$ cat config.mk
export PLATFORM = sky130hd
export DESIGN_NAME = mu0_run_ctrl_flat
export DESIGN_NICKNAME = d
export VERILOG_FILES = /design/src/rtl/mu0_run_ctrl_if.sv /design/src/rtl/mu0_run_ctrl.sv /design/src/flat_wrapper.sv
export SDC_FILE = /design/constraint.sdc
export NUM_CORES = 1
export LEC_CHECK = 0
export BUFFER_PORTS_ARGS = -buffer_cell sky130_fd_sc_hd__buf_2
export CAP_MARGIN = 25
export CORE_UTILIZATION = 40
export DETAILED_ROUTE_END_ITERATION = 10
export GPL_ROUTABILITY_DRIVEN = 0
export GPL_TIMING_DRIVEN = 0
export PLACE_DENSITY = 0.77
export SLEW_MARGIN = 20
export SYNTH_ARGS = -nofsm -noshare
export SYNTH_HDL_FRONTEND = slang
export SYNTH_SLANG_ARGS = --single-unit
$ cat constraint.sdc
create_clock -name clk -period 4.7 [get_ports clk]
set_input_delay 0.235 -clock clk [delete_from_list [all_inputs] [get_ports clk]]
set_output_delay 0.235 -clock clk [all_outputs]
set_load 0.02 [all_outputs]
$ cat src/rtl/mu0_run_ctrl_if.sv
// Host/debug command port of the MU0 run-control block.
// The host drives commands; the controller answers with ready, done, err and read data.
interface mu0_run_ctrl_if #(
    parameter int unsigned DATA_W = 16
);
    logic              cmd_valid;
    logic              cmd_ready;
    logic [2:0]        cmd_op;
    logic [15:0]       cmd_arg;
    logic [DATA_W-1:0] cmd_wdata;
    logic              cmd_done;
    logic              cmd_err;
    logic [DATA_W-1:0] host_rdata;

    modport master (
        output cmd_valid, cmd_op, cmd_arg, cmd_wdata,
        input  cmd_ready, cmd_done, cmd_err, host_rdata
    );

    modport slave (
        input  cmd_valid, cmd_op, cmd_arg, cmd_wdata,
        output cmd_ready, cmd_done, cmd_err, host_rdata
    );
endinterface

$ cat src/rtl/mu0_run_ctrl.sv
// MU0 run control: clock-enable gating for run/halt/step/breakpoint, STP detection,
// and arbitration of the single shared memory between the core and the host port.
module mu0_run_ctrl #(
    parameter int unsigned ADDR_W = 12,
    parameter int unsigned DATA_W = 16,
    parameter int unsigned CNT_W  = 16
) (
    input  logic              clk,
    input  logic              rst,
    mu0_run_ctrl_if.slave     host,
    output logic              cpu_en,
    input  logic              cpu_fetch,
    input  logic [ADDR_W-1:0] cpu_pc,
    input  logic [ADDR_W-1:0] cpu_address,
    input  logic              cpu_read,
    input  logic              cpu_write,
    input  logic [DATA_W-1:0] cpu_wdata,
    output logic [ADDR_W-1:0] mem_address,
    output logic              mem_read,
    output logic              mem_write,
    output logic [DATA_W-1:0] mem_wdata,
    input  logic [DATA_W-1:0] mem_rdata,
    output logic [1:0]        run_state,
    output logic [1:0]        halt_reason
);

    localparam logic [2:0] OpNop   = 3'd0;
    localparam logic [2:0] OpRun   = 3'd1;
    localparam logic [2:0] OpHalt  = 3'd2;
    localparam logic [2:0] OpStep  = 3'd3;
    localparam logic [2:0] OpSetbp = 3'd4;
    localparam logic [2:0] OpMemrd = 3'd5;
    localparam logic [2:0] OpMemwr = 3'd6;

    typedef enum logic [2:0] {StHalted, StRun, StStep, StStopped, StMemAcc} state_e;

    state_e            state_q, ret_q;
    logic              stop_req_q, skip_bp_q, exec_q;
    logic [CNT_W-1:0]  cnt_q;
    logic              bp_en_q;
    logic [ADDR_W-1:0] bp_addr_q;
    logic [ADDR_W-1:0] macc_addr_q;
    logic [DATA_W-1:0] macc_wdata_q, host_rdata_q;
    logic              macc_wr_q, done_q, err_q;
    logic [1:0]        halt_reason_q;

    logic accept, running, hit_step, hit_bp, halt_now;

    assign host.cmd_ready  = (state_q != StMemAcc);
    assign host.cmd_done   = done_q;
    assign host.cmd_err    = err_q;
    assign host.host_rdata = host_rdata_q;
    assign halt_reason     = halt_reason_q;

    assign accept   = host.cmd_valid && host.cmd_ready;
    assign running  = (state_q == StRun) || (state_q == StStep);
    assign hit_step = (state_q == StStep) && (cnt_q == '0);
    assign hit_bp   = bp_en_q && (cpu_pc == bp_addr_q) && !skip_bp_q;
    // Halts only at a fetch boundary so the instruction at cpu_pc is never started.
    assign halt_now = running && cpu_fetch && (stop_req_q || hit_step || hit_bp);
    assign cpu_en   = running && !halt_now;

    always_ff @(posedge clk or posedge rst) begin
        if (rst) begin
            state_q       <= StHalted;
            ret_q         <= StHalted;
            stop_req_q    <= 1'b0;
            skip_bp_q     <= 1'b0;
            exec_q        <= 1'b0;
            cnt_q         <= '0;
            bp_en_q       <= 1'b0;
            bp_addr_q     <= '0;
            macc_addr_q   <= '0;
            macc_wdata_q  <= '0;
            macc_wr_q     <= 1'b0;
            host_rdata_q  <= '0;
            done_q        <= 1'b0;
            err_q         <= 1'b0;
            halt_reason_q <= 2'd0;
        end else begin
            done_q <= 1'b0;
            err_q  <= 1'b0;
            if (accept && host.cmd_op == OpSetbp) begin
                bp_en_q   <= host.cmd_arg[12];
                bp_addr_q <= host.cmd_arg[ADDR_W-1:0];
            end
            unique case (state_q)
                StHalted: begin
                    if (accept) begin
                        case (host.cmd_op)
                            OpRun: begin
                                state_q   <= StRun;
                                skip_bp_q <= 1'b1;
                                exec_q    <= 1'b0;
                            end
                            OpStep: begin
                                state_q   <= StStep;
                                skip_bp_q <= 1'b1;
                                exec_q    <= 1'b0;
                                cnt_q     <= (host.cmd_arg == 16'd0) ? CNT_W'(1)
                                                                     : CNT_W'(host.cmd_arg);
                            end
                            OpMemrd, OpMemwr: begin
                                state_q      <= StMemAcc;
                                ret_q        <= StHalted;
                                macc_addr_q  <= host.cmd_arg[ADDR_W-1:0];
                                macc_wdata_q <= host.cmd_wdata;
                                macc_wr_q    <= (host.cmd_op == OpMemwr);
                            end
                            OpNop, OpHalt, OpSetbp: ;
                            default: err_q <= 1'b1;
                        endcase
                    end
                end
                StRun, StStep: begin
                    if (accept) begin
                        case (host.cmd_op)
                            OpHalt: stop_req_q <= 1'b1;
                            OpNop, OpRun, OpSetbp: ;
                            default: err_q <= 1'b1;
                        endcase
                    end
                    // Later assignments override the command decode above on exit.
                    if (halt_now) begin
                        state_q    <= StHalted;
                        stop_req_q <= 1'b0;
                        exec_q     <= 1'b0;
                        if (stop_req_q)    halt_reason_q <= 2'd1;
                        else if (hit_step) halt_reason_q <= 2'd2;
                        else               halt_reason_q <= 2'd3;
                    end else if (cpu_fetch) begin
                        skip_bp_q <= 1'b0;
                        exec_q    <= 1'b0;
                    end else begin
                        if (cnt_q != '0) cnt_q <= cnt_q - CNT_W'(1);
                        exec_q <= 1'b1;
                        if (exec_q) begin
                            state_q    <= StStopped;
                            stop_req_q <= 1'b0;
                            exec_q     <= 1'b0;
                        end
                    end
                end
                StStopped: begin
                    if (accept) begin
                        case (host.cmd_op)
                            OpMemrd, OpMemwr: begin
                                state_q      <= StMemAcc;
                                ret_q        <= StStopped;
                                macc_addr_q  <= host.cmd_arg[ADDR_W-1:0];
                                macc_wdata_q <= host.cmd_wdata;
                                macc_wr_q    <= (host.cmd_op == OpMemwr);
                            end
                            OpNop, OpHalt, OpSetbp: ;
                            default: err_q <= 1'b1;
                        endcase
                    end
                end
                StMemAcc: begin
                    state_q <= ret_q;
                    done_q  <= 1'b1;
                    if (!macc_wr_q) host_rdata_q <= mem_rdata;
                end
                default: state_q <= StHalted;
            endcase
        end
    end

    always_comb begin
        mem_address = '0;
        mem_read    = 1'b0;
        mem_write   = 1'b0;
        mem_wdata   = '0;
        if (cpu_en) begin
            mem_address = cpu_address;
            mem_read    = cpu_read;
            mem_write   = cpu_write;
            mem_wdata   = cpu_wdata;
        end else if (state_q == StMemAcc) begin
            mem_address = macc_addr_q;
            mem_read    = !macc_wr_q;
            mem_write   = macc_wr_q;
            mem_wdata   = macc_wdata_q;
        end
    end

    always_comb begin
        run_state = 2'd0;
        unique case (state_q)
            StRun, StStep: run_state = 2'd1;
            StStopped:     run_state = 2'd2;
            StMemAcc:      run_state = 2'd3;
            default:       run_state = 2'd0;
        endcase
    end

endmodule

$ cat src/flat_wrapper.sv
// flat-port wrapper written by rule: the top's interface ports become plain ports
module mu0_run_ctrl_flat 
#(
    parameter int unsigned ADDR_W = 12,
    parameter int unsigned DATA_W = 16,
    parameter int unsigned CNT_W  = 16
)
  (clk, rst, cpu_en, cpu_fetch, cpu_pc, cpu_address, cpu_read, cpu_write, cpu_wdata, mem_address, mem_read, mem_write, mem_wdata, mem_rdata, run_state, halt_reason, host_cmd_valid, host_cmd_op, host_cmd_arg, host_cmd_wdata, host_cmd_ready, host_cmd_done, host_cmd_err, host_host_rdata);
  mu0_run_ctrl_if #(.DATA_W(DATA_W)) host_i ();
  input  logic clk;
  input  logic rst;
  output logic cpu_en;
  input  logic cpu_fetch;
  input  logic [ADDR_W-1:0] cpu_pc;
  input  logic [ADDR_W-1:0] cpu_address;
  input  logic cpu_read;
  input  logic cpu_write;
  input  logic [DATA_W-1:0] cpu_wdata;
  output logic [ADDR_W-1:0] mem_address;
  output logic mem_read;
  output logic mem_write;
  output logic [DATA_W-1:0] mem_wdata;
  input  logic [DATA_W-1:0] mem_rdata;
  output logic [1:0] run_state;
  output logic [1:0] halt_reason;
  input wire logic [$bits(host_i.cmd_valid)-1:0] host_cmd_valid;
  input wire logic [$bits(host_i.cmd_op)-1:0] host_cmd_op;
  input wire logic [$bits(host_i.cmd_arg)-1:0] host_cmd_arg;
  input wire logic [$bits(host_i.cmd_wdata)-1:0] host_cmd_wdata;
  output wire logic [$bits(host_i.cmd_ready)-1:0] host_cmd_ready;
  output wire logic [$bits(host_i.cmd_done)-1:0] host_cmd_done;
  output wire logic [$bits(host_i.cmd_err)-1:0] host_cmd_err;
  output wire logic [$bits(host_i.host_rdata)-1:0] host_host_rdata;
  assign host_i.cmd_valid = host_cmd_valid;
  assign host_i.cmd_op = host_cmd_op;
  assign host_i.cmd_arg = host_cmd_arg;
  assign host_i.cmd_wdata = host_cmd_wdata;
  assign host_cmd_ready = host_i.cmd_ready;
  assign host_cmd_done = host_i.cmd_done;
  assign host_cmd_err = host_i.cmd_err;
  assign host_host_rdata = host_i.host_rdata;
  mu0_run_ctrl #(.ADDR_W(ADDR_W), .DATA_W(DATA_W), .CNT_W(CNT_W)) u_core (.clk(clk), .rst(rst), .host(host_i), .cpu_en(cpu_en), .cpu_fetch(cpu_fetch), .cpu_pc(cpu_pc), .cpu_address(cpu_address), .cpu_read(cpu_read), .cpu_write(cpu_write), .cpu_wdata(cpu_wdata), .mem_address(mem_address), .mem_read(mem_read), .mem_write(mem_write), .mem_wdata(mem_wdata), .mem_rdata(mem_rdata), .run_state(run_state), .halt_reason(halt_reason));
endmodule
* Yosys cells after proc, flatten, opt, wreduce, memory -nomap -nowiden
Cells that the tools add are included.
W data, S select, Z words.
** Cells by class
- $add $sub $neg :: 1
- Eq/ne operators :: 25
- Muxes and demuxes :: 55
- Bitwise logic cells :: 1
- Reductions and logical operators :: 36
** Operators by type and width (number)
- $mux W16 :: 8
- $logic_not A16 Y1 :: 2
- $pmux W16 S2 :: 1
- $mux W3 :: 10
- $mux W1 :: 26
- $mux W12 :: 2
- $reduce_bool A16 Y1 :: 1
- $sub A16 B1 Y16 const B :: 1
- $eq A12 B12 Y1 :: 1
- $eq A3 B2 Y1 const B :: 4
- $eq A3 B3 Y1 const B :: 4
- $ne A2 B2 Y1 const B :: 6
- $pmux W3 S4 :: 1
- $reduce_and A6 Y1 :: 2
- $reduce_and A5 Y1 :: 2
- $pmux W3 S3 :: 1
- $logic_and A1 B1 Y1 :: 8
- $ne A2 B1 Y1 const B :: 4
- $reduce_or A2 Y1 :: 4
- $reduce_or A7 Y1 :: 1
- $eq A3 B1 Y1 const B :: 2
- $logic_not A3 Y1 :: 2
- $pmux W2 S3 :: 1
- $pmux W3 S2 :: 1
- 15 further kinds :: 23
** Word-level totals
- Bits in registers :: 87
- Output and inout port bits :: 54
- Word-level logic and storage cells :: 133

* Depth between registers and ports, before layout
Gate-level depths: netlist of the first run.
- Depth in word-level cells :: 8
- Depth in mapped cells :: 9

* Worst setup path before layout of the first run
Ideal clock, no wire load.
- Kind :: register to output
- Start :: register u_core.cnt_q[0]
- End :: output mem_wdata[10]
- Arrival time :: 1.974 ns
- Slack :: 2.491 ns
- Stages on the path, launching flop included :: 10
- Buffers on the path :: 1
- Cells stage by stage :: dfrtp_1 inv_1 ha_1 nor4b_1 nand4_2 nor4_4 o41a_4 inv_4 buf_6 a22o_1
** On the way
- Cells in the longest elaborated chain, start to end :: 8
** RTL lines
- start, declared :: line mu0_run_ctrl.sv:39 : logic [CNT_W-1:0] cnt_q;
- start signal, assigned :: line mu0_run_ctrl.sv:100 : cnt_q <= (host.cmd_arg == 16'd0) ? CNT_W'(1)
- start signal, assigned :: line mu0_run_ctrl.sv:135 : if (cnt_q != '0) cnt_q <= cnt_q - CNT_W'(1);
- $logic_not A16 Y1 :: line mu0_run_ctrl.sv:57 : assign hit_step = (state_q == StStep) && (cnt_q == '0);
- $logic_and A1 B1 Y1 :: line mu0_run_ctrl.sv:57
- $logic_or A1 B1 Y1 (2 in series) :: line mu0_run_ctrl.sv:60 : assign halt_now = running && cpu_fetch && (stop_req_q || hit_step || hit_bp);
- $logic_and A1 B1 Y1 :: line mu0_run_ctrl.sv:60
- $logic_not A1 Y1 :: line mu0_run_ctrl.sv:61 : assign cpu_en = running && !halt_now;
- $logic_and A1 B1 Y1 :: line mu0_run_ctrl.sv:61
- named net cpu_en :: line flat_wrapper.sv:12 : output logic cpu_en;
- $mux W16 :: line mu0_run_ctrl.sv:174 : if (cpu_en) begin
- end, declared :: line flat_wrapper.sv:22 : output logic [DATA_W-1:0] mem_wdata;
The timed path passes the listed nets, and every way through them passes these cells.

* Worst setup path in the final report of the first run
- Start :: register u_core.cnt_q[0]
- End :: output mem_wdata[7]
** On the way
- Cells in the longest elaborated chain, start to end :: 8
** RTL lines (line)
- $logic_not A16 Y1 :: mu0_run_ctrl.sv:57
- $logic_and A1 B1 Y1 :: mu0_run_ctrl.sv:57
- $logic_or A1 B1 Y1 (2 in series) :: mu0_run_ctrl.sv:60
- $logic_and A1 B1 Y1 :: mu0_run_ctrl.sv:60
- $logic_not A1 Y1 :: mu0_run_ctrl.sv:61
- $logic_and A1 B1 Y1 :: mu0_run_ctrl.sv:61
- $mux W16 :: mu0_run_ctrl.sv:174
No other way between the ends.

==> run_summary.xml, run 1 <==
<?xml version="1.0" encoding="UTF-8"?>
<metrics>
  <group name="synthesis">
    <metric name="post-synth-top-area-cell" unit="">dfrtp_1</metric>
    <metric name="main_area_contributors_after_synthesis" unit="">dfrtp_1 48%, mux2_2 14%, a22o_1 5.9%, xnor2_1 2.5%, o21ai_0 2.0%</metric>
    <metric name="post-synth-top-count-cell" unit="">dfrtp_1</metric>
    <metric name="yosys.cell_types.count" unit="">62</metric>
    <metric name="synth-compound-area-share" unit="">0.1871</metric>
    <metric name="synth_fa_ha_area_frac" unit="">0.005602</metric>
    <metric name="syn_nets" unit="">497</metric>
    <metric name="yosys.area_share.simple" unit="">0.1120</metric>
    <metric name="synthXorXnorAreaFrac" unit="">0.02941</metric>
    <metric name="synth.area.mux_share" unit="">0.1434</metric>
    <metric name="synth.top_cells.by_count" unit="">85 x dfrtp_1, 56 x mux2_2, 30 x a22o_1</metric>
    <metric name="syn-mean-instance-area" unit="um^2">11.22</metric>
    <metric name="ys_ff_latch" unit="">85</metric>
    <metric name="synth-main-ff-cell" unit="">dfrtp_1</metric>
    <metric name="syn_inst" unit="">398</metric>
    <metric name="yosysSeqAreaShare" unit="">0.4762</metric>
    <metric name="synth_edf_count" unit="">0</metric>
    <metric name="synth.cell_area" unit="um^2">4467</metric>
    <metric name="ys_warns" unit="">0</metric>
    <metric name="synth_top_family_by_area" unit="">compound AO/OA/AOI/OAI gates</metric>
    <metric name="synthDominantCellAreaShare" unit="">0.4762</metric>
    <metric name="asyncSetResetFlopFracSynth" unit="">1.000</metric>
  </group>
  <group name="sta">
    <metric name="timing.clock.skew" unit="ns">0.01244</metric>
    <metric name="timing.slew.headroom" unit="">0.4349</metric>
    <metric name="final-max-slew-violation-count" unit="">0</metric>
    <metric name="min_period_over_period" unit="">0.6349</metric>
    <metric name="report.final.hold_viol_count" unit="">0</metric>
    <metric name="fmax" unit="GHz">0.3351</metric>
    <metric name="timing.final.ws_setup" unit="ns">1.716</metric>
    <metric name="rsz0062_at_grt" unit="">false</metric>
    <metric name="min_period" unit="ns">2.984</metric>
    <metric name="max_slew.worst_pin.slew" unit="ns">0.8399</metric>
    <metric name="totalNegativeSetupSlack" unit="ns">0</metric>
    <metric name="setup_viol_count_final" unit="">0</metric>
  </group>
  <group name="critical_path">
    <metric name="criticalPathCategory" unit="">reg -&gt; out</metric>
    <metric name="crit_path_end_kind" unit="">primary output</metric>
    <metric name="critPathBufInv" unit="">4</metric>
    <metric name="cp-start-kind" unit="">flop</metric>
    <metric name="worst_ep_arrival_time" unit="ns">2.75</metric>
    <metric name="cp_cell_sequence" unit="">inv_1 &gt; ha_1 &gt; nor4b_1 &gt; nand4_2 &gt; nor4_4 &gt; o41a_4 &gt; inv_4 &gt; buf_6 &gt; a22o_1 &gt; buf_2</metric>
    <metric name="timing.critical_path.max_delay_family" unit="">simple AND/OR/NAND/NOR gates</metric>
    <metric name="worst_path_largest_cell_delay" unit="ns">0.43</metric>
    <metric name="critPathMaxFanout" unit="">10</metric>
    <metric name="worstPathRequired" unit="ns">4.47</metric>
    <metric name="critical_path.slowest_cell" unit="">dfrtp_1</metric>
  </group>
  <group name="detailed_routing">
    <metric name="route.vias.total" unit="">3919</metric>
    <metric name="routed_via_density" unit="">5.583</metric>
    <metric name="drtAntennaViolNets" unit="">0</metric>
    <metric name="drc_violations_left" unit="">0</metric>
    <metric name="dr.pass1.iters" unit="">5</metric>
    <metric name="first_iter_violations" unit="">244</metric>
    <metric name="routed_wl" unit="mm">12.31</metric>
    <metric name="routedWlPerCell" unit="um">17.54</metric>
  </group>
  <group name="global_routing">
    <metric name="antenna_found_initial" unit="">0</metric>
    <metric name="first_global_vias" unit="">4039</metric>
    <metric name="grt_overflow" unit="">0</metric>
    <metric name="grt_first_pass_wirelength" unit="mm">19.95</metric>
    <metric name="global_route.usage.total" unit="">0.2226</metric>
    <metric name="grt_max_degree" unit="">48</metric>
  </group>
  <group name="clock_network">
    <metric name="clock_latency_on_the_worst_skew_pair" unit="ns">0.35</metric>
    <metric name="worst_setup_hold_path_clk_slew" unit="ns">0.08</metric>
    <metric name="cts_root_buffer" unit="">clkbuf_8</metric>
    <metric name="ctsHtreeMaxLevel" unit="">3</metric>
    <metric name="holdBufCountCts" unit="">1</metric>
    <metric name="cts_made_buffers" unit="">9</metric>
    <metric name="cts.repair_timing.setup_buffer_count" unit="">0</metric>
    <metric name="postCtsResizedCells" unit="">0</metric>
    <metric name="cts_tree" unit="">yes</metric>
    <metric name="cts-root-to-sink-buffers" unit="">2</metric>
    <metric name="clkSinkCount" unit="">85</metric>
  </group>
  <group name="floorplanning">
    <metric name="initial_core_util" unit="">0.4120</metric>
    <metric name="die-area" unit="um^2">11590</metric>
    <metric name="placement_rows" unit="">38</metric>
    <metric name="pin_count" unit="">151</metric>
    <metric name="fp.dieH" unit="um">107.7</metric>
    <metric name="die-width" unit="um">107.7</metric>
    <metric name="coreArea" unit="um^2">10840</metric>
  </group>
  <group name="pwr">
    <metric name="power_density" unit="nW/um^2">659.2</metric>
    <metric name="leakage_power" unit="nW">2.711</metric>
    <metric name="vdd_drop_max" unit="V">0.0004103</metric>
  </group>
  <group name="place">
    <metric name="dp_slack" unit="ns">2.132</metric>
    <metric name="dp.final_hpwl" unit="mm">9.364</metric>
    <metric name="place.port_buffers" unit="">148</metric>
  </group>
  <group name="min_path">
    <metric name="hp-class" unit="">in -&gt; reg</metric>
  </group>
  <group name="cells_and_area">
    <metric name="layout.nets" unit="">658</metric>
    <metric name="post_route_cells_drive_above_1_share" unit="">0.4431</metric>
    <metric name="area.growth.synth_to_final" unit="%">24.93</metric>
    <metric name="num_antenna_cells" unit="">0</metric>
  </group>
  <group name="status">
    <metric name="result_of_the_run" unit="">finished, final reports clean</metric>
  </group>
  <group name="job">
    <metric name="max_cap_viol_count" unit="">0</metric>
  </group>
</metrics>
per-stage QoR:
step / instance area, um^2 / total power [mW] / hold WS [ns] / util / cells
after detailed placement: 5405 / 3.213 / 0.3507 / 0.4986 / 687
after CTS: 5580 / 3.679 / 0.1036 / 0.5148 / 702
after global placement: 5383 / 3.136 / 0.4664 / 0.4965 / 686
final: 5580 / 3.679 / 0.1128 / 0.5148 / 702
after floorplan: 4467 / 2.628 / 0.3524 / - / 398
after global routing: 5580 / 3.923 / 0.09880 / 0.5148 / 702
layer usage:
layer  vias to the layer above  track usage  wire (um)
li1                       1812            -          -
met1                      1921       0.2800       4987
met2                       167       0.3750       6203
met3                        19      0.04964        917
met4                         0      0.07828        201
met5                         -            0          0
state kept, by name (all words and copies together) (netlist names):
| name | count |
|---|---|
| u_core.cnt_q | 16 |
| u_core.host.host_rdata | 16 |
| u_core.macc_wdata_q | 16 |
| u_core.bp_addr_q | 12 |
| u_core.macc_addr_q | 12 |
| u_core.state_q | 3 |
| u_core.halt_reason | 2 |
| u_core.bp_en_q | 1 |
| u_core.exec_q | 1 |
| u_core.host.cmd_done | 1 |
| u_core.host.cmd_err | 1 |
| u_core.macc_wr_q | 1 |
| u_core.ret_q | 1 |
| u_core.skip_bp_q | 1 |
| u_core.stop_req_q | 1 |
path summary, 6_finish.rpt:
kind	slack (ns)	cells after the start	endpoint	startpoint
max	1.72	10	mem_wdata[7]	u_core.cnt_q[0]
min	0.11	2	u_core.host.host_rdata[6]	mem_rdata[6]
min reg2reg	0.50	1	u_core.host.host_rdata[12]	u_core.host.host_rdata[12]
min in group asynchronous	0.52	3	u_core.cnt_q[15]	rst
max in group asynchronous	3.56	4	u_core.macc_addr_q[6]	rst
max reg2reg	2.22	7	u_core.cnt_q[14]	u_core.cnt_q[0]
cells by family after synthesis:
logic type / Yosys count
DFF: 85
muxes: 57
xor gates and xnor gates: 15
AOI/OAI and AO/OA: 111
adders and majority gates: 2
and+or+nand+nor: 85
buffers and inverters: 43
report_power, final:
group / switching, mW / internal (mW) / leakage (nW)
combinational: 1.13 / 0.828 / 1.58
clock: 0.253 / 0.214 / 0.0881
sequential: 0.222 / 1.03 / 1.04
total: 1.61 / 2.07 / 2.71
final cells by class:
cell class / count / area (um^2)
Buffer: 27 / 143.9
Clock buffer: 12 / 155.1
Clock inverter: 2 / 10.01
Fill cell: 995 / 5260
Inverter: 16 / 65.06
Multi-Input combinational cell: 270 / 2133
Sequential cell: 85 / 2127
Tap cell: 140 / 175.2
Timing Repair Buffer: 150 / 770.7
cells in the final DEF (no fill, tap or decap), types with 4 or more instances in the layout:
cell type  instances
buf_2            157
dfrtp_1           85
mux2_2            56
a22o_1            30
nor2_1            21
o21ai_0           18
nand2_1           17
inv_1             14
xnor2_1           13
clkbuf_8          11
clkbuf_1          10
a21oi_1           10
o31ai_1            9
nor4_1             8
a22oi_1            8
nor3_1             6
nand4_1            5
a32oi_1            5
o22a_1             4
(Power assumes the default switching activity.)
==> run 2: changes to the inputs <==
==> constraint.sdc (replaced) <==
create_clock -name clk -period 3 [get_ports clk]
set_input_delay 0.15 -clock clk [delete_from_list [all_inputs] [get_ports clk]]
set_output_delay 0.15 -clock clk [all_outputs]
set_load 0.02 [all_outputs]
==> run_summary.xml, run 2 (synthesis results as in run 1) <==
<?xml version="1.0" encoding="UTF-8"?>
<metrics>
  <group name="critical_path">
    <metric name="critPathBufInv" unit="">3</metric>
    <metric name="timing.critical_path.max_delay_family" unit="">simple AND/OR/NAND/NOR gates</metric>
    <metric name="timing.critical_path.from" unit="">u_core.cnt_q[4]</metric>
    <metric name="worstPathRequired" unit="ns">2.85</metric>
    <metric name="reg2regPathDepth" unit="">7</metric>
    <metric name="critPathMaxFanout" unit="">10</metric>
    <metric name="cp_cell_sequence" unit="">nor4_4 &gt; nand4_2 &gt; nor4_4 &gt; o41a_4 &gt; inv_4 &gt; buf_6 &gt; a22o_1 &gt; buf_2</metric>
    <metric name="worst_reg2reg_setup_slack" unit="ns">0.55</metric>
    <metric name="critPathCapture" unit="">mem_wdata[7]</metric>
    <metric name="worst_path_largest_cell_delay" unit="ns">0.48</metric>
    <metric name="worst_ep_arrival_time" unit="ns">2.73</metric>
    <metric name="criticalPathCategory" unit="">reg -&gt; out</metric>
    <metric name="r2r_end" unit="">u_core.cnt_q[14]</metric>
    <metric name="critical_path_cell_count" unit="">8</metric>
    <metric name="crit_path_end_kind" unit="">primary output</metric>
    <metric name="cp-start-kind" unit="">flop</metric>
    <metric name="critical_path.slowest_cell" unit="">dfrtp_1</metric>
    <metric name="cpMostUsedCell" unit="">nor4_4</metric>
    <metric name="reg2reg_from" unit="">u_core.cnt_q[0]</metric>
  </group>
  <group name="sta">
    <metric name="final-max-slew-violation-count" unit="">0</metric>
    <metric name="setup_viol_count_final" unit="">0</metric>
    <metric name="final.hold.worst_slack" unit="ns">0.02488</metric>
    <metric name="min_period_over_period" unit="">0.9609</metric>
    <metric name="timing.slew.headroom" unit="">0.4334</metric>
    <metric name="report.final.hold_viol_count" unit="">0</metric>
    <metric name="min_period" unit="ns">2.883</metric>
    <metric name="timing.clock.skew" unit="ns">0.01396</metric>
    <metric name="fmax" unit="GHz">0.3469</metric>
    <metric name="max_slew.worst_pin.slew" unit="ns">0.8422</metric>
  </group>
  <group name="floorplanning">
    <metric name="pin_count" unit="">151</metric>
    <metric name="initial_core_util" unit="">0.4120</metric>
    <metric name="coreArea" unit="um^2">10840</metric>
    <metric name="die-area" unit="um^2">11590</metric>
    <metric name="die-width" unit="um">107.7</metric>
    <metric name="fp.dieH" unit="um">107.7</metric>
    <metric name="placement_rows" unit="">38</metric>
  </group>
  <group name="cells_and_area">
    <metric name="finished_layout_cell_area" unit="um^2">5609</metric>
    <metric name="layout.nets" unit="">661</metric>
    <metric name="area.growth.synth_to_final" unit="%">25.57</metric>
    <metric name="final_cell_count_no_fill" unit="">705</metric>
    <metric name="final_common_cell" unit="">buf_2</metric>
    <metric name="most-common-layout-cells" unit="">157 x buf_2, 85 x dfrtp_1, 56 x mux2_2, 30 x a22o_1, 21 x nor2_1</metric>
    <metric name="post_route_cells_drive_above_1_share" unit="">0.4478</metric>
    <metric name="num_antenna_cells" unit="">0</metric>
  </group>
  <group name="detailed_routing">
    <metric name="first_iter_violations" unit="">215</metric>
    <metric name="routed_wl" unit="mm">12.33</metric>
    <metric name="drc_violations_left" unit="">0</metric>
    <metric name="drtAntennaViolNets" unit="">0</metric>
    <metric name="route.vias.total" unit="">3909</metric>
    <metric name="routedWlPerCell" unit="um">17.49</metric>
    <metric name="routed_via_density" unit="">5.545</metric>
    <metric name="dr.pass1.iters" unit="">4</metric>
  </group>
  <group name="clock_network">
    <metric name="cts-root-to-sink-buffers" unit="">2</metric>
    <metric name="cts_root_buffer" unit="">clkbuf_8</metric>
    <metric name="cts_made_buffers" unit="">9</metric>
    <metric name="clkSinkCount" unit="">85</metric>
    <metric name="worst_setup_hold_path_clk_slew" unit="ns">0.08</metric>
    <metric name="cts_tree" unit="">yes</metric>
    <metric name="clock_latency_on_the_worst_skew_pair" unit="ns">0.36</metric>
    <metric name="ctsHtreeMaxLevel" unit="">3</metric>
  </group>
  <group name="pwr">
    <metric name="clock_power_share" unit="">0.127</metric>
    <metric name="share_seq_of_total_power" unit="">0.340</metric>
    <metric name="intPower" unit="mW">3.248</metric>
    <metric name="p_sw_frac" unit="">0.4375</metric>
    <metric name="portion_of_total_power_attributed_to_combinational_logic" unit="">0.532</metric>
    <metric name="power_density" unit="nW/um^2">1029</metric>
    <metric name="vdd_drop_max" unit="V">0.0006429</metric>
    <metric name="leakage_power" unit="nW">2.728</metric>
    <metric name="power_switching" unit="mW">2.526</metric>
  </group>
  <group name="place">
    <metric name="dp.final_hpwl" unit="mm">9.364</metric>
    <metric name="dpl-instance-area" unit="um^2">5405</metric>
    <metric name="dp.cells" unit="">687</metric>
    <metric name="place.port_buffers" unit="">148</metric>
  </group>
  <group name="status">
    <metric name="result_of_the_run" unit="">finished, final reports clean</metric>
  </group>
  <group name="global_routing">
    <metric name="global_route.usage.total" unit="">0.2226</metric>
    <metric name="grt_overflow" unit="">0</metric>
    <metric name="first_global_vias" unit="">4039</metric>
    <metric name="antenna_found_initial" unit="">0</metric>
    <metric name="grt_max_degree" unit="">48</metric>
    <metric name="grt_first_pass_wirelength" unit="mm">19.95</metric>
  </group>
  <group name="min_path">
    <metric name="hp-class" unit="">in -&gt; reg</metric>
  </group>
  <group name="job">
    <metric name="max_cap_viol_count" unit="">0</metric>
  </group>
</metrics>
## run 2: cell count changes in the layout (fill, tap and decap cells not counted)
cell | previous run | this run
nor4b_1 | 1 | 0
buf_4 | 2 | 5
nor4b_2 | 0 | 1
## run 2: area by class of cell
class,instances,area [um^2]
Clock inverter,2,10.01
Buffer,27,143.9
Fill cell,992,5231
Tap cell,140,175.2
Sequential cell,85,2127
Timing Repair Buffer,153,793.3
Multi-Input combinational cell,270,2140
Inverter,16,65.06
Clock buffer,12,155.1
## run 2: stage by stage
step	setup slack, ns	TNS (ns)	total power, mW	utilization
5_1_grt	-0.009936	-0.02231	6.150	0.5174
3_3_place_gp	-0.3091	-25.84	4.912	0.4965
3_5_place_dp	0.5169	0	5.034	0.4986
2_1_floorplan	0.6565	0	4.117	-
4_1_cts	0.1173	0	5.764	0.5148
6_report	0.1172	0	5.773	0.5174
## run 2: timing repair
item,in CTS,in global routing
gates resized for setup,0,1
setup endpoints to repair,0,29
buffers inserted,0,3
hold buffers,1,0
endpoints found under the hold margin,46,0
## run 2: how the worst min path moves through the flow
stage / start / to / slack (ns) / cells past startpoint
5_1_grt: mem_rdata[1] / u_core.host.host_rdata[1] / 0.01 / 2
2_1_floorplan: cpu_fetch / u_core.halt_reason[1] / 0.27 / 1
6_report: mem_rdata[6] / u_core.host.host_rdata[6] / 0.02 / 2
3_5_place_dp: rst / u_core.host.host_rdata[1] / 0.27 / 2
4_1_cts: mem_rdata[6] / u_core.host.host_rdata[6] / 0.02 / 2
3_3_place_gp: host_cmd_wdata[6] / u_core.macc_wdata_q[6] / 0.38 / 2
## run 2: power groups by stage
stage          combinational [mW]  sequential (mW)  clock (mW)
2_1_floorplan                2.12             1.99           0
3_3_place_gp                 2.97             1.95           0
3_5_place_dp                 3.06             1.98           0
4_1_cts                      3.07             1.96       0.738
5_1_grt                      3.32             2.03       0.795
6_report                     3.07             1.96       0.735
## run 2: per-layer routing
metal  routed length (um)  track usage  part of all wire
met5                    0            0                 0
met4                  188      0.07828             0.015
met3                  788      0.04964             0.064
met2                 6254       0.3750              0.51
met1                 5100       0.2800              0.41
## run 2: worst register-to-register path: stages, from the launching register on
cell      delay [ns]
dfrtp_1         0.43
inv_1           0.12
ha_1            0.20
nor3b_1         0.63
nand3_1         0.23
or3_1           0.37
a211oi_1        0.24
o22a_1          0.17
==> run 3: changes to the inputs <==
--- a/config.mk
+++ b/config.mk
@@ -8,6 +8,7 @@
 export BUFFER_PORTS_ARGS = -buffer_cell sky130_fd_sc_hd__buf_2
 export CAP_MARGIN = 25
 export CORE_UTILIZATION = 40
+export CTS_BUF_LIST = sky130_fd_sc_hd__clkbuf_4
 export DETAILED_ROUTE_END_ITERATION = 10
 export GPL_ROUTABILITY_DRIVEN = 0
 export GPL_TIMING_DRIVEN = 0
==> run_summary.xml, run 3 (synthesis results as in run 1) <==
<?xml version="1.0" encoding="UTF-8"?>
<metrics>
  <group name="detailed_routing">
    <metric name="first_iter_violations" unit="">275</metric>
    <metric name="drc_violations_left" unit="">0</metric>
    <metric name="route.vias.total" unit="">4124</metric>
    <metric name="dr.pass1.iters" unit="">5</metric>
    <metric name="drtAntennaViolNets" unit="">0</metric>
    <metric name="routedWlPerCell" unit="um">18.01</metric>
    <metric name="routed_wl" unit="mm">13.38</metric>
    <metric name="routed_via_density" unit="">5.550</metric>
  </group>
  <group name="clock_network">
    <metric name="clock_latency_on_the_worst_skew_pair" unit="ns">0.43</metric>
    <metric name="clkSinkCount" unit="">85</metric>
    <metric name="cts_tree" unit="">yes</metric>
    <metric name="ctsHtreeMaxLevel" unit="">3</metric>
    <metric name="worst_setup_hold_path_clk_slew" unit="ns">0.14</metric>
    <metric name="cts_root_buffer" unit="">clkbuf_4</metric>
    <metric name="cts_made_buffers" unit="">9</metric>
    <metric name="cts-root-to-sink-buffers" unit="">2</metric>
  </group>
  <group name="min_path">
    <metric name="hp-class" unit="">in -&gt; reg</metric>
    <metric name="worstHoldPathCells" unit="">2</metric>
    <metric name="hold_path.startpoint" unit="">host_cmd_arg[1]</metric>
  </group>
  <group name="floorplanning">
    <metric name="initial_core_util" unit="">0.4120</metric>
    <metric name="placement_rows" unit="">38</metric>
    <metric name="die-width" unit="um">107.7</metric>
    <metric name="coreArea" unit="um^2">10840</metric>
    <metric name="pin_count" unit="">151</metric>
    <metric name="fp.dieH" unit="um">107.7</metric>
    <metric name="die-area" unit="um^2">11590</metric>
  </group>
  <group name="place">
    <metric name="place.port_buffers" unit="">148</metric>
    <metric name="dp.cells" unit="">687</metric>
    <metric name="dp_slack" unit="ns">0.5169</metric>
    <metric name="dp.final_hpwl" unit="mm">9.364</metric>
  </group>
  <group name="status">
    <metric name="result_of_the_run" unit="">finished, final reports clean</metric>
  </group>
  <group name="cells_and_area">
    <metric name="post_route_cells_drive_above_1_share" unit="">0.4236</metric>
    <metric name="layout.nets" unit="">698</metric>
    <metric name="most-common-layout-cells" unit="">157 x buf_2, 85 x dfrtp_1, 56 x mux2_2, 36 x dlygate4sd3_1, 30 x a22o_1</metric>
    <metric name="final_core_util" unit="">0.5456</metric>
    <metric name="final_common_cell" unit="">buf_2</metric>
    <metric name="area.growth.synth_to_final" unit="%">32.41</metric>
    <metric name="final_cell_count_no_fill" unit="">743</metric>
  </group>
  <group name="critical_path">
    <metric name="criticalPathCategory" unit="">reg -&gt; out</metric>
    <metric name="critPathCapture" unit="">mem_wdata[11]</metric>
    <metric name="worst_ep_arrival_time" unit="ns">2.77</metric>
    <metric name="reg2regPathDepth" unit="">9</metric>
    <metric name="worstPathRequired" unit="ns">2.85</metric>
    <metric name="reg2reg_from" unit="">u_core.cnt_q[0]</metric>
    <metric name="r2r_end" unit="">u_core.cnt_q[0]</metric>
    <metric name="critPathMaxFanout" unit="">10</metric>
    <metric name="worst_reg2reg_setup_slack" unit="ns">0.47</metric>
    <metric name="cp-start-kind" unit="">flop</metric>
    <metric name="crit_path_end_kind" unit="">primary output</metric>
    <metric name="timing.critical_path.from" unit="">u_core.cnt_q[0]</metric>
  </group>
  <group name="sta">
    <metric name="rsz0062_at_grt" unit="">true</metric>
    <metric name="min_period" unit="ns">2.923</metric>
    <metric name="timing.final.ws_setup" unit="ns">0.07663</metric>
    <metric name="timing.slew.headroom" unit="">0.4311</metric>
    <metric name="final-max-slew-violation-count" unit="">0</metric>
    <metric name="timing.clock.skew" unit="ns">0.01766</metric>
    <metric name="report.final.hold_viol_count" unit="">0</metric>
    <metric name="fmax" unit="GHz">0.3421</metric>
    <metric name="max_slew.worst_pin.slew" unit="ns">0.8455</metric>
    <metric name="setup_viol_count_final" unit="">0</metric>
    <metric name="min_period_over_period" unit="">0.9745</metric>
  </group>
  <group name="global_routing">
    <metric name="grt_max_degree" unit="">48</metric>
    <metric name="grt_overflow" unit="">0</metric>
    <metric name="grt_first_pass_wirelength" unit="mm">21.25</metric>
    <metric name="antenna_found_initial" unit="">1</metric>
    <metric name="first_global_vias" unit="">4290</metric>
    <metric name="global_route.usage.total" unit="">0.2382</metric>
  </group>
  <group name="pwr">
    <metric name="power_density" unit="nW/um^2">957.7</metric>
    <metric name="leakage_power" unit="nW">2.860</metric>
    <metric name="p_total" unit="mW">5.664</metric>
    <metric name="vdd_drop_max" unit="V">0.0006836</metric>
  </group>
  <group name="job">
    <metric name="max_cap_viol_count" unit="">0</metric>
  </group>
</metrics>
## run 3: cell count changes in the layout (fill, tap and decap cells not counted), moves of 2 or more
cell,before,now
buf_4,5,7
dlygate4sd3_1,1,36
clkbuf_1,10,8
clkbuf_8,11,0
clkinv_1,0,2
clkbuf_4,0,10
## run 3: worst min path at each step
| stage | slack (ns) | endpoint |
|---|---|---|
| floorplan | 0.27 | u_core.halt_reason[1] |
| global placement | 0.38 | u_core.macc_wdata_q[6] |
| detailed placement | 0.27 | u_core.host.host_rdata[1] |
| CTS | 0.01 | u_core.bp_addr_q[1] |
| global route | 0.02 | u_core.bp_addr_q[1] |
| finish | 0.04 | u_core.bp_addr_q[1] |
## run 3: per-stage QoR
step | hold slack, ns | setup TNS (ns) | area [um^2]
final | 0.03511 | 0 | 5914
after CTS | 0.009722 | 0 | 5858
after floorplan | 0.2674 | 0 | 4467
after detailed placement | 0.2657 | 0 | 5405
after global routing | 0.01941 | -1.554 | 5914
after global placement | 0.3814 | -25.84 | 5383
## run 3: routing by layer
| layer | GRT usage | share of wire | vias to the layer above |
|---|---|---|---|
| li1 | - | - | 1900 |
| met1 | 0.2894 | 0.39 | 2021 |
| met2 | 0.4107 | 0.52 | 178 |
| met3 | 0.04722 | 0.069 | 25 |
| met4 | 0.09883 | 0.020 | 0 |
| met5 | 0 | 0 | - |
## run 3: power by group
part / internal (mW) / switching (mW)
clock: 0.164 / 0.378
sequential: 1.61 / 0.369
combinational: 1.33 / 1.81
## run 3: cell type report
| type | instances | area [um^2] |
|---|---|---|
| flip-flops and latches | 85 | 2127 |
| repair buffers | 190 | 1159 |
| well taps | 140 | 175.2 |
| inverters | 16 | 65.06 |
| fillers | 948 | 4926 |
| clock buffers | 10 | 75.07 |
| multi-input cells | 270 | 2148 |
| clock inverters | 4 | 17.52 |
| diodes | 1 | 2.502 |
| plain buffers | 27 | 145.1 |
## run 3: critical path, stage by stage, from the launching register on
cell	delay [ns]
dfrtp_1	0.45
inv_1	0.12
ha_1	0.20
nor4b_4	0.24
nand4_2	0.19
nor4_4	0.39
o41a_4	0.21
inv_4	0.05
buf_6	0.14
a22o_1	0.19
buf_2	0.16
## run 3: timing repair
action	in CTS	in global routing
gates resized for setup	0	4
hold buffers	36	0
endpoints found under the hold margin	81	0
buffers inserted	0	5
setup endpoints to repair	0	30
